`src/rtl/mem_pkg.sv`:
```
// Shared sizing constants, word/address types and the range helper
// used by the dual-port scratch RAM.
package mem_pkg;

   localparam int MEM_DATA_W = 16;
   localparam int MEM_ADDR_W = 5;
   localparam int MEM_DEPTH  = 32;

   typedef logic [MEM_DATA_W-1:0] mem_word_t;
   typedef logic [MEM_ADDR_W-1:0] mem_addr_t;

   // An address is live only below the configured depth; anything above is a dead slot.
   function automatic logic in_range(input int addr, input int depth);
      return addr < depth;
   endfunction

endpackage

```
`src/rtl/mem_array.sv`:
```
// Storage for the scratch RAM: asynchronously cleared word array with a
// range-checked write port and a combinational read tap.
module mem_array
   import mem_pkg::*;
#(
   parameter int DATA_W = MEM_DATA_W,
   parameter int ADDR_W = MEM_ADDR_W,
   parameter int DEPTH  = MEM_DEPTH
) (
   input  logic              clk,
   input  logic              rst,
   input  logic              wr,
   input  logic [ADDR_W-1:0] waddr,
   input  logic [DATA_W-1:0] d_in,
   input  logic [ADDR_W-1:0] raddr,
   output logic [DATA_W-1:0] rd_word
);

   logic [DATA_W-1:0] mem_q [DEPTH];
   logic [DATA_W-1:0] mem_d [DEPTH];

   // Out-of-range writes match no word, so they are silently dropped.
   always_comb begin
      mem_d = mem_q;
      if (wr && in_range(int'(waddr), DEPTH)) begin
         for (int i = 0; i < DEPTH; i++) begin
            if (waddr == ADDR_W'(i)) begin
               mem_d[i] = d_in;
            end
         end
      end
   end

   always_ff @(posedge clk or negedge rst) begin
      if (!rst) begin
         for (int i = 0; i < DEPTH; i++) begin
            mem_q[i] <= '0;
         end
      end else begin
         mem_q <= mem_d;
      end
   end

   // Reading an address with no backing word yields zero.
   always_comb begin
      rd_word = '0;
      for (int i = 0; i < DEPTH; i++) begin
         if (raddr == ADDR_W'(i)) begin
            rd_word = mem_q[i];
         end
      end
   end

endmodule

```
`src/rtl/mem.sv`:
```
// Full-duplex scratch RAM: one write and one read port per clock, registered
// read data, write-first when both ports hit the same live word.
module mem
   import mem_pkg::*;
#(
   parameter int DATA_W = MEM_DATA_W,
   parameter int ADDR_W = MEM_ADDR_W,
   parameter int DEPTH  = MEM_DEPTH
) (
   input  logic              clk,
   input  logic              rst,
   input  logic              wr,
   input  logic [ADDR_W-1:0] waddr,
   input  logic [DATA_W-1:0] d_in,
   input  logic              rd,
   input  logic [ADDR_W-1:0] raddr,
   output logic [DATA_W-1:0] d_out
);

   logic [DATA_W-1:0] rd_word;
   logic              rd_hit;
   logic [DATA_W-1:0] d_out_d;
   logic [DATA_W-1:0] d_out_q;

   mem_array #(
      .DATA_W (DATA_W),
      .ADDR_W (ADDR_W),
      .DEPTH  (DEPTH)
   ) u_array (
      .clk     (clk),
      .rst     (rst),
      .wr      (wr),
      .waddr   (waddr),
      .d_in    (d_in),
      .raddr   (raddr),
      .rd_word (rd_word)
   );

   // The bypass only fires for a write that will actually land in the array.
   always_comb begin
      rd_hit  = wr && (waddr == raddr) && in_range(int'(waddr), DEPTH);
      d_out_d = d_out_q;
      if (rd) begin
         d_out_d = rd_hit ? d_in : rd_word;
      end
   end

   always_ff @(posedge clk or negedge rst) begin
      if (!rst) begin
         d_out_q <= '0;
      end else begin
         d_out_q <= d_out_d;
      end
   end

   assign d_out = d_out_q;

endmodule

```
`config.mk`:
```
export PLATFORM = sky130hd
export DESIGN_NAME = mem
export DESIGN_NICKNAME = d
export VERILOG_FILES = /design/src/rtl/mem_pkg.sv /design/src/rtl/mem_array.sv /design/src/rtl/mem.sv
export SDC_FILE = /design/constraint.sdc
export NUM_CORES = 1
export LEC_CHECK = 0
export ABC_AREA = 1
export BUFFER_PORTS_ARGS = -buffer_cell sky130_fd_sc_hd__buf_2
export CAP_MARGIN = 30
export CORE_MARGIN = 1
export CORE_UTILIZATION = 25
export CTS_BUF_LIST = sky130_fd_sc_hd__clkbuf_8
export CTS_CLUSTER_SIZE = 20
export DETAILED_ROUTE_END_ITERATION = 8
export PLACE_DENSITY = 0.51
export SETUP_SLACK_MARGIN = 0.1
export SLEW_MARGIN = 20
export SYNTH_ARGS = -nofsm -noshare
export SYNTH_HDL_FRONTEND = slang
export SYNTH_SLANG_ARGS = --single-unit
export TNS_END_PERCENT = 1
```
`constraint.sdc`:
```
create_clock -name clk -period 3.05 [get_ports clk]
set_input_delay 0.305 -clock clk [delete_from_list [all_inputs] [get_ports clk]]
set_output_delay 0.305 -clock clk [all_outputs]
set_load 0.005 [all_outputs]
```
==> metrics.txt <==
Avg Cell Area, Syn=7.94 um^2; pre-CTS WS=-0.458 ns; LEAKAGE=13.7 nW; most common cell after layout, fill and taps aside=nand2_1; nets@finish=3,183; Die Area=96,600 um^2; H-tree depth=3; Routed WL=78.1 mm; Detailed Routing Iterations Pass 1=5; Yosys top cell area share=55.4%; clk slew on worst S/H paths=0.07 ns; commonest non-fill, non-tap cells in the layout=1,096 x nand2_1, 540 x o21ai_0, 528 x dfrtp_1; GPL Wtd Cong=0.853; Filler Cell Count=10,227; largest net degree at the start of global routing=112; Worst Slack Setup Final=0.210 ns; layout overhead on the synthesized area=20.3%; worst min-delay path class=in -> async; Critical Path RT=3.66 ns; Setup crit start kind=flip-flop; register area share after synthesis=55.4%; Max IR drop VDD=0.000324 V; Cells after Synth=3,002; PortBufs=45; postcts setup bufs=0; post-DP HPWL=52.7 mm; worst-path maximum fanout=2; Netlist cell types=30; TritonCTS clock tree=built; crit end category=flip-flop; Clock Tree Buf Depth=3; final setup fails=0; Fin Clk Skew=0.0537 ns; Synth area leader=dfrtp_1; share of cells above drive strength 1=14.4%; via count=20,271; Setup TNS=0 ns; Reg area=13,200 um^2; Die W=311 um; FMAX=352 MHz; mapped cell area=23,800 um^2; die span in y=311 um; Rel. slew slack=37.5%; Clock Latency Late Sink=0.76 ns; total power=18.1 mW; grt total ovfl=0; # clock sinks=528; Tot GR Track Use=16.3%; DRC violation count after routing=0; Starting DRT DRC Count=1,837; Initial Utilization=25.4%; first-pass GRT wire length=122 mm; Rows=112; Root Driver=clkbuf_8; worst hold margin=0.106 ns; Slew @ Worst Pin=0.938 ns; Synthesis Warnings=0; Via-to-Cell Ratio=4.53; Critical Path AT=3.45 ns; core area=93,900 um^2; max_cap viols=0; critical path class=reg -> reg; WL per Instance=17.4 um; Final Max Slew Viols=0; R2R depth=20; fin crit period=2.84 ns; syn nets=3,032; Tcrit/Tclk final=93.1%; num ports=46; register bit total from synthesis=528; pwr/cell area=629 nW/um^2; CTS Buf Count=91; RSZ-0062 raised after global routing=yes; status=finished, final reports clean; initial antenna violation count=3; multi-input logic area=9150 um^2; Detail Route Antenna Nets=0; synth top area cells=dfrtp_1 55%, nand2_1 17%, o21ai_0 11%; vias in the first global route=19,793; final-report hold violation count=0
[layer usage]
layer	vias to the layer above	GRT usage, %	routed length, um
met5	-	0	0
met4	0	4.05	1420
met3	103	3.33	4190
met2	439	25.0	34700
met1	9825	23.2	37700
li1	9904	-	-
[where the power goes]
part | total [mW] | switching, mW | internal (mW)
Sequential | 9.03 | 0.729 | 8.30
Combinational | 2.18 | 1.35 | 0.828
Clock | 6.84 | 3.22 | 3.62
[sequential cells by signal, summed over array words and instances (netlist names)]
register and count:
d_out 16, u_array.mem_q 512
[Yosys cell counts (all sizes together)]
cell type     n
clkinv        3
o2111ai       1
nand2      1104
nor3          8
dfrtp       528
or2          44
xor2          1
nand3        67
nand4        90
o22ai         1
nor2        153
buf          28
clkbuf      168
a221oi        2
inv         196
a21oi        65
o21bai        1
o21ai       542
[through the flow]
stage / util (%) / std cells / area, um^2
floorplan: - / 3002 / 23800
global placement: 28.2 / 4299 / 26500
detailed placement: 28.3 / 4300 / 26500
CTS: 30.4 / 4470 / 28500
global route: 30.5 / 4477 / 28700
finish: 30.6 / 4479 / 28700
[worst paths after layout]
path                       slack [ns]                           start                        endpoint
min                              0.11                             rst            d_out[7]$_DFFE_PN0P_
min in group clk                 0.11                         d_in[7]  u_array.mem_q[263]$_DFFE_PN0P_
max                              0.21  u_array.mem_q[491]$_DFFE_PN0P_           d_out[11]$_DFFE_PN0P_
max reg2reg                      0.21  u_array.mem_q[491]$_DFFE_PN0P_           d_out[11]$_DFFE_PN0P_
max in group asynchronous        1.86                             rst  u_array.mem_q[372]$_DFFE_PN0P_
min reg2reg                      0.48  u_array.mem_q[238]$_DFFE_PN0P_  u_array.mem_q[238]$_DFFE_PN0P_
[timing repair]
item,4_1_cts,5_1_grt
hold buffers,8,0
endpoints found under the setup margin,0,8
endpoints found under the hold margin,278,0
resized for setup,0,18
[final cells by class]
| cell class | count | share of cell area (%) |
|---|---|---|
| well taps | 1254 | 5.47 |
| multi-input cells | 2079 | 31.9 |
| diodes | 3 | 0.0262 |
| repair buffers | 254 | 7.26 |
| flip-flops and latches | 528 | 46.1 |
| clock inverters | 47 | 1.17 |
| inverters | 199 | 2.60 |
| clock buffers | 115 | 5.52 |
[kinds of logic (layout without fill, tap and decap cells)]
family / Yosys count / in the layout / synth area share, %
AND/OR/NAND/NOR: 1466 / 1466 / 25.2
flip-flops: 528 / 528 / 55.4
other: 0 / 3 / 0
buffers and inverters: 395 / 615 / 6.47
XOR/XNOR: 1 / 1 / 0.0367
AO/OA/AOI/OAI: 612 / 612 / 12.9
[worst max-delay path: stages (launching register included)]
cell and delay (ns):
dfrtp_1 0.39, nand4_1 0.09, nand2_1 0.05, nor2_1 0.11
nand3_1 0.12, nand2_1 0.09, nand4_1 0.11, nand2_1 0.11
nand4_1 0.16, nor2_1 0.20, nand4_1 0.12, nand2_1 0.15
nand3_1 0.09, nand2_1 0.09, nand4_1 0.07, nor2_1 0.22
nand4_1 0.15, nand2_1 0.11, nand4_1 0.07, nand2_1 0.12
a21oi_1 0.07
Power figures use the tool's default switching activity.
